===== src/rtl/sb_pkg.sv =====
// rtl/sb_pkg.sv - shared constants and entry record for the store buffer
package sb_pkg;
  localparam int SB_DEPTH_DEFAULT = 4;
  localparam int SB_WORD_OFS      = 2;
  // Entry address field is sized for the widest supported AW; narrower addresses are zero-extended.
  localparam int SB_MAX_AW        = 64;

  typedef struct packed {
    logic [SB_MAX_AW-1:0] addr;
    logic [31:0]          data;
  } sb_entry_t;
endpackage


===== src/rtl/sb_fwd_match.sv =====
// rtl/sb_fwd_match.sv - youngest-match word-address search over occupied buffer entries
module sb_fwd_match
  import sb_pkg::*;
#(
  parameter int DEPTH = SB_DEPTH_DEFAULT
) (
  input  sb_entry_t                entries_i [DEPTH],
  input  logic [$clog2(DEPTH)-1:0] head_i,
  input  logic [$clog2(DEPTH):0]   count_i,
  input  logic [SB_MAX_AW-1:0]     rd_addr_i,
  output logic                     hit_o,
  output logic [31:0]              data_o
);
  localparam int PW = $clog2(DEPTH);
  localparam int CW = PW + 1;

  logic [PW-1:0] idx;

  // Walk oldest to youngest so a later match overrides an earlier one.
  always_comb begin
    hit_o  = 1'b0;
    data_o = '0;
    idx    = '0;
    for (int k = 0; k < DEPTH; k++) begin
      idx = head_i + PW'(k);
      if ((CW'(k) < count_i) &&
          (((entries_i[idx].addr ^ rd_addr_i) >> SB_WORD_OFS) == '0)) begin
        hit_o  = 1'b1;
        data_o = entries_i[idx].data;
      end
    end
  end
endmodule


===== src/rtl/store_buffer.sv =====
// rtl/store_buffer.sv - FIFO store buffer between core and data memory with load forwarding
module store_buffer
  import sb_pkg::*;
#(
  parameter int DEPTH = SB_DEPTH_DEFAULT,
  parameter int AW    = 32
) (
  input  logic                     clk,
  input  logic                     reset,
  input  logic                     MemWrite,
  input  logic [AW-1:0]            DataAdr,
  input  logic [31:0]              WriteData,
  output logic                     Stall,
  input  logic [AW-1:0]            ReadAdr,
  output logic                     FwdHit,
  output logic [31:0]              FwdData,
  output logic                     MemReq,
  output logic [AW-1:0]            MemAdr,
  output logic [31:0]              MemWData,
  input  logic                     MemReady,
  output logic                     Empty,
  output logic [$clog2(DEPTH):0]   Count
);
  localparam int PW = $clog2(DEPTH);
  localparam int CW = PW + 1;

  sb_entry_t     mem_q [DEPTH];
  logic [PW-1:0] head_q, head_d;
  logic [PW-1:0] tail_q, tail_d;
  logic [CW-1:0] count_q, count_d;
  logic          full, push, pop;

  assign full = (count_q == CW'(DEPTH));
  assign push = MemWrite && !full;
  assign pop  = (count_q != '0) && MemReady;

  always_comb begin
    head_d  = head_q;
    tail_d  = tail_q;
    count_d = count_q;
    if (push) tail_d = tail_q + 1'b1;
    if (pop)  head_d = head_q + 1'b1;
    case ({push, pop})
      2'b10:   count_d = count_q + 1'b1;
      2'b01:   count_d = count_q - 1'b1;
      default: count_d = count_q;
    endcase
  end

  always_ff @(posedge clk) begin
    if (reset) begin
      head_q  <= '0;
      tail_q  <= '0;
      count_q <= '0;
    end else begin
      head_q  <= head_d;
      tail_q  <= tail_d;
      count_q <= count_d;
    end
  end

  // Entry storage carries no reset; occupancy is defined by head/count alone.
  always_ff @(posedge clk) begin
    if (push) begin
      mem_q[tail_q] <= '{addr: SB_MAX_AW'(DataAdr), data: WriteData};
    end
  end

  sb_fwd_match #(.DEPTH(DEPTH)) u_fwd (
    .entries_i (mem_q),
    .head_i    (head_q),
    .count_i   (count_q),
    .rd_addr_i (SB_MAX_AW'(ReadAdr)),
    .hit_o     (FwdHit),
    .data_o    (FwdData)
  );

  assign Stall    = full;
  assign MemReq   = (count_q != '0);
  assign Empty    = (count_q == '0);
  assign Count    = count_q;
  assign MemAdr   = mem_q[head_q].addr[AW-1:0];
  assign MemWData = mem_q[head_q].data;
endmodule


===== config.mk =====
export PLATFORM = sky130hd
export DESIGN_NAME = store_buffer
export DESIGN_NICKNAME = d
export VERILOG_FILES = /design/src/rtl/sb_pkg.sv /design/src/rtl/sb_fwd_match.sv /design/src/rtl/store_buffer.sv
export SDC_FILE = /design/constraint.sdc
export NUM_CORES = 1
export LEC_CHECK = 0
export BUFFER_PORTS_ARGS = -buffer_cell sky130_fd_sc_hd__buf_2
export CAP_MARGIN = 20
export CORE_MARGIN = 2
export CORE_UTILIZATION = 50
export DETAILED_ROUTE_END_ITERATION = 16
export PLACE_DENSITY = 0.7
export SETUP_SLACK_MARGIN = 0.4
export SLEW_MARGIN = 25
export SYNTH_ARGS = -nofsm -noshare
export SYNTH_HDL_FRONTEND = slang
export SYNTH_SLANG_ARGS = --single-unit

===== constraint.sdc =====
create_clock -name clk -period 4.45 [get_ports clk]
set_clock_uncertainty 0.2 [all_clocks]
set_input_delay 0.2225 -clock clk [delete_from_list [all_inputs] [get_ports clk]]
set_output_delay 0.2225 -clock clk [all_outputs]
set_load 0.005 [all_outputs]

==> summary.txt, run 1 <==
Status: complete, but fails checks
Failing checks: negative setup slack
Syn Nets: 1,548
CP cell instances: buf_12, mux2_4, a222oi_1, nand3_1, a222oi_1, nand4_1, or4_4, buf_16, o21a_1, a21oi_2, buf_2
Cell seen most often among critical-path stages: a222oi_1
Total Wirelength: 50,700 um
Clk slew on worst S/H paths: 60 ps
H-tree levels: 1
FMAX: 0.217 GHz
Post-route ant nets: 0
Multiplexer share of the synthesized area: 22.7%
Total CTS buffers: 28
CTS sink count: 263
Yosys Warn Count: 0
Synth Area in Adders: 0.664%
Slew headroom: 36.1%
Tightest Hold Check Type: in2reg
Vias: 13,500
Syn_area_per_cell: 11.8 um^2
Clk buf depth: 3
CP max-delay cell: or4_4
Synth Area in Simple Gates: 7.19%
Congestion Overflow GR: 0
Final Hold Viols: 0
CP Data Arrival Time: 4180 ps
Reg2reg start: Count[0]
Root buf cell: clkbuf_16
Crit path kind: reg2out
Cell taking the most area after synthesis: edfxtp_1
Hold_sp: DataAdr[8]
Number of antenna violations at the first check in global routing: 8
HPWL after DPL: 31,800 um
Main area contributors after synthesis: edfxtp_1 (45%), mux2i_1 (10%), mux4_2 (7.2%), mux2_2 (5.1%), xnor2_1 (4.1%)
Final nets: 1,788
Most common cell in the netlist: edfxtp_1
DIE HEIGHT: 188 um
Final instance area: 20,800 um^2
CTS tree: yes
Post-Synthesis Cells: 1,439
Worst endpoint required time: 4030 ps
Placed cell area: 18,300 um^2
Final Setup Violations: 32
Yosys cell types: 61
Period utilization: 103%
Power, Total: 9.91 mW
Global-route wire length before repair: 76,400 um
Top post-synthesis cells by count: edfxtp_1 (256), nor2_1 (180), mux2i_1 (173)
Total GRT Usage: 27.7%
Leakage power total: 7.23 nW
Die Wd: 188 um
Final std cells w/o fill: 2,153
Compound-Gate Fraction of Synth Area: 13.9%
EDFF count, synth: 256
CP Launch Type: flop
Vias in the first global route: 13,300
WL/cell: 23.5 um
Inst Count DP: 2,002
Setup ws final: -149 ps
CP startpoint: head_q[0]
Share of cells above drive strength 1: 30.7%
DRT iter0 DRCs: 1,367
Yosys reg bits: 263
Initial DRT Pass Iterations: 6
Final GP Congestion: 0.968
Minimum clock period: 4600 ps
Most used DFF post-synth: edfxtp_1
Fin Setup TNS: -3240 ps
Input/output buffers: 200
Final Slew Violations: 0
Post-synthesis xor/xnor area fraction: 5.06%
I/O pin cnt: 203
Slowest stage delay, CP: 590 ps
Initial Utilization: 50.7%
# rows: 67
Vias per cell: 6.29
Largest family of logic cells by synthesized area: multiplexers
Core ar.: 33,400 um^2
Async SR Flop Fraction: 0%
Area grow syn2layout: 22.9%
Die ar.: 35,400 um^2
Synth top area share: 45.3%
Worst Tran Pin Value: 959 ps
RSZ-0062 raised after global routing: true
Post-Route Utilization: 62.3%
Sequential fraction of the synthesis area: 46.2%
Clock latency on the worst-skew pair: 560 ps
Max-cap violations: 0
Crit end category: output port
Largest net degree at the start of global routing: 81
Max IR drop VDD: 0.000341 V
DRC: 0
CP max FO: 8
Power per cell area: 476 nW/um^2
Synth Cell Area: 17,000 um^2
[layout make-up]
cell class,instances,area [um^2]
Fill cell,2589,12600
Multi-Input combinational cell,1033,8760
Sequential cell,263,7840
Timing Repair Buffer,337,2670
Clock buffer,34,733
Tap cell,448,561
Clock inverter,17,213
Inverter,16,61.3
Antenna cell,5,12.5
[critical path: cells and delay by family, from the launching register on]
kind	cells	cell delay, ps
AOI/OAI and AO/OA	4	1340
buffers and inverters	3	500
DFF	1	410
muxes	1	330
and+or+nand+nor	3	1010
[cell families after synthesis]
| family | count (synthesis) |
|---|---|
| AO/OA/AOI/OAI | 348 |
| XOR/XNOR | 98 |
| adder cells (fa/ha/maj) | 9 |
| buffers and inverters | 143 |
| flip-flops | 263 |
| multiplexers | 306 |
| AND/OR/NAND/NOR | 272 |
[stage by stage]
step,hold slack (ps),setup slack (ps)
floorplan,91.6,959
global placement,235,382
detailed placement,239,357
CTS,185,21.6
global route,196,-256
finish,201,-149
[state kept, by name, indices dropped and copies added, names as in the netlist]
register / flops
mem_q: 256
head_q: 2
Count: 3
tail_q: 2
[layout by cell type (no fill, tap or decap), drive strengths merged, types with 3 or more instances in the layout]
cell / n
o22ai: 11
mux4: 54
ha: 9
or4: 5
buf: 262
nand3: 6
a2bb2oi: 3
nand2b: 3
a211oi: 8
nor4: 8
mux2: 78
diode: 5
dlygate4sd3: 68
nor3: 9
xor2: 19
clkbuf: 39
edfxtp: 256
nand4: 21
o211ai: 37
or3: 3
xnor2: 79
inv: 16
a22oi: 6
nor2b: 4
dfxtp: 7
bufinv: 4
o21ai: 13
and2: 7
a222oi: 5
nand2: 17
mux2i: 174
a221oi: 5
a2111oi: 34
a21boi: 31
o21a: 36
a21oi: 144
clkinv: 13
nor2: 180
o2bb2ai: 4
[worst paths after layout]
kind                      end  cells past startpoint  slack [ps]
setup / recovery  FwdData[17]                     11        -150
hold / removal     mem_q[232]                      2         200
setup reg to reg   mem_q[255]                      6        1420
hold reg to reg     tail_q[0]                      2         390
[per-layer routing]
metal | global-route usage (%) | share of wire (%) | wire length (um)
met3 | 5.35 | 9.0 | 4540
met2 | 44.3 | 46 | 23500
met5 | 0 | 0.081 | 41
met1 | 37.8 | 42 | 21100
met4 | 9.72 | 2.9 | 1490
[power by group]
part           leakage [nW]  total [mW]  internal [mW]  switching (mW)
combinational          4.36        4.42           2.06            2.36
clock                 0.464        2.39           1.41           0.982
sequential             2.41        3.10           2.95           0.148
[repair_timing]
action	in CTS	in global routing
pin swaps	12	27
setup endpoints to repair	33	33
endpoints found under the hold margin	263	0
gates cloned	5	6
setup buffers	13	3
hold buffers	68	0
gates resized for setup	64	37
Power figures use the tool's default switching activity.
==> run 2, diff against run 1 <==
--- a/config.mk
+++ b/config.mk
@@ -11,6 +11,7 @@
 export CORE_UTILIZATION = 50
 export DETAILED_ROUTE_END_ITERATION = 16
 export PLACE_DENSITY = 0.7
+export RECOVER_POWER = 50
 export SETUP_SLACK_MARGIN = 0.4
 export SLEW_MARGIN = 25
 export SYNTH_ARGS = -nofsm -noshare
==> run 2 against run 1 <==
Compared with the run above: the run still ends with negative setup slack left; non-clock buffer count did not move; critical path type unchanged; largest power group unchanged; register-to-register slack got worse by 250 ps; first-iteration DRC count fell by 3.2%; flip-flop and latch count did not move; worst setup slack improved by 28 ps; cell count did not move; maximum frequency rose by 0.62%; sequential power barely moved.
==> summary.txt, run 2 (synthesis results as in run 1) <==
Fin Hold WS: 255 ps
WL/cell: 23.4 um
Max-cap violations: 0
Input/output buffers: 200
Max reg flops: 256
Congestion Overflow GR: 0
Comb pwr share: 44.5%
Clk slew on worst S/H paths: 60 ps
Leakage power total: 7.04 nW
Clk pwr share: 24.1%
CP max FO: 16
Power per cell area: 477 nW/um^2
Number of antenna violations at the first check in global routing: 8
Die Wd: 188 um
Global-route wire length before repair: 76,400 um
Initial Utilization: 50.7%
DIE HEIGHT: 188 um
H-tree levels: 1
Worst endpoint required time: 4030 ps
DRC: 0
Placed cell area: 18,300 um^2
Final Hold Viols: 0
Post-route ant nets: 0
Die ar.: 35,400 um^2
Most common cell after layout, fill and taps aside: edfxtp_1
CTS sink count: 263
Total CTS buffers: 28
Largest Register: mem_q
Clk buf depth: 3
Max IR drop VDD: 0.000340 V
DRT iter0 DRCs: 1,323
HPWL after DPL: 31,800 um
Psw: 3.49 mW
CTS tree: yes
Total Wirelength: 50,500 um
Core ar.: 33,400 um^2
CP Data Arrival Time: 4150 ps
Setup ws final: -121 ps
Worst Tran Pin Value: 957 ps
Vias in the first global route: 13,300
Power, Total: 9.89 mW
Final Slew Violations: 0
Most frequent cells in the layout: edfxtp_1 (256), nor2_1 (180), mux2i_1 (161)
I/O pin cnt: 203
Area grow syn2layout: 22.4%
Period utilization: 103%
Vias per cell: 6.28
CP Launch Type: flop
Failing checks: negative setup slack
Root buf cell: clkbuf_16
FMAX: 0.219 GHz
Power Internal: 6.41 mW
Tightest Hold Check Type: in2reg
Final nets: 1,788
Vias: 13,500
Final GP Congestion: 0.968
Crit end category: output port
Largest net degree at the start of global routing: 81
Switching share of power: 35.2%
Status: complete, but fails checks
Total GRT Usage: 27.7%
Share of cells above drive strength 1: 26.8%
# rows: 67
Final Setup Violations: 32
Clock latency on the worst-skew pair: 560 ps
Minimum clock period: 4570 ps
Crit path kind: reg2out
Part of the power in registers: 31.3%
Slew headroom: 36.2%
Initial DRT Pass Iterations: 7
Final instance area: 20,800 um^2
RSZ-0062 raised after global routing: true
## run 2: changes by cell type in the layout (fill, tap and decap cells not counted), sizes merged
cell | before | now
buf | 262 | 196
clkbuf | 39 | 105
## run 2: per-layer routing
layer	part of all wire, %	vias to the layer above	GRT usage [%]
li1	-	6057	-
met1	41	6682	37.8
met2	46	662	44.3
met3	9.1	121	5.35
met4	3.0	6	9.72
met5	0.081	-	0
## run 2: critical path, stage by stage, from the launching register on
cell and delay (ps):
dfxtp_4 410, buf_12 160, mux2_4 330, a222oi_1 430, nand3_1 210, a222oi_1 480, nand4_1 220, or4_4 590
buf_12 200, buf_16 160, o211ai_1 130, a21oi_2 110, buf_2 140
## run 2: final timing paths
path,startpoint,to,slack (ps),depth (start not counted)
hold / removal,DataAdr[8],mem_q[136],260,2
setup reg to reg,Count[0],mem_q[346],1170,6
hold reg to reg,tail_q[0],tail_q[0],380,2
setup / recovery,head_q[0],FwdData[17],-120,12
## run 2: layout make-up
type,count,area (um^2)
Timing Repair Buffer,337,2580
Multi-Input combinational cell,1033,8750
Inverter,16,61.3
Tap cell,448,561
Fill cell,2624,12700
Antenna cell,5,12.5
Clock buffer,34,733
Sequential cell,263,7840
Clock inverter,17,213
## run 2: timing repair
item,4_1_cts,5_1_grt
gates resized for setup,64,37
pin swaps,12,27
buffers inserted,13,3
endpoints found under the hold margin,263,0
cloned,5,6
setup endpoints to repair,33,33
hold buffers,68,0
## run 2: per-stage QoR
| step | setup slack [ps] | util [%] | setup TNS, ps | cells |
|---|---|---|---|---|
| floorplan | 959 | - | 0 | 1439 |
| global placement | 382 | 54.8 | 0 | 2002 |
| detailed placement | 357 | 54.8 | 0 | 2002 |
| CTS | 21.6 | 61.3 | 0 | 2139 |
| global route | -256 | 62.0 | -4100 | 2150 |
| finish | -121 | 62.0 | -2260 | 2153 |
## run 2: power groups by stage
stage | clock network [mW] | logic [mW] | registers (mW)
2_1_floorplan | 0 | 2.93 | 3.09
3_3_place_gp | 0 | 3.84 | 3.14
3_5_place_dp | 0 | 3.91 | 3.15
4_1_cts | 2.42 | 4.25 | 3.09
5_1_grt | 2.52 | 4.71 | 3.12
6_report | 2.39 | 4.40 | 3.10
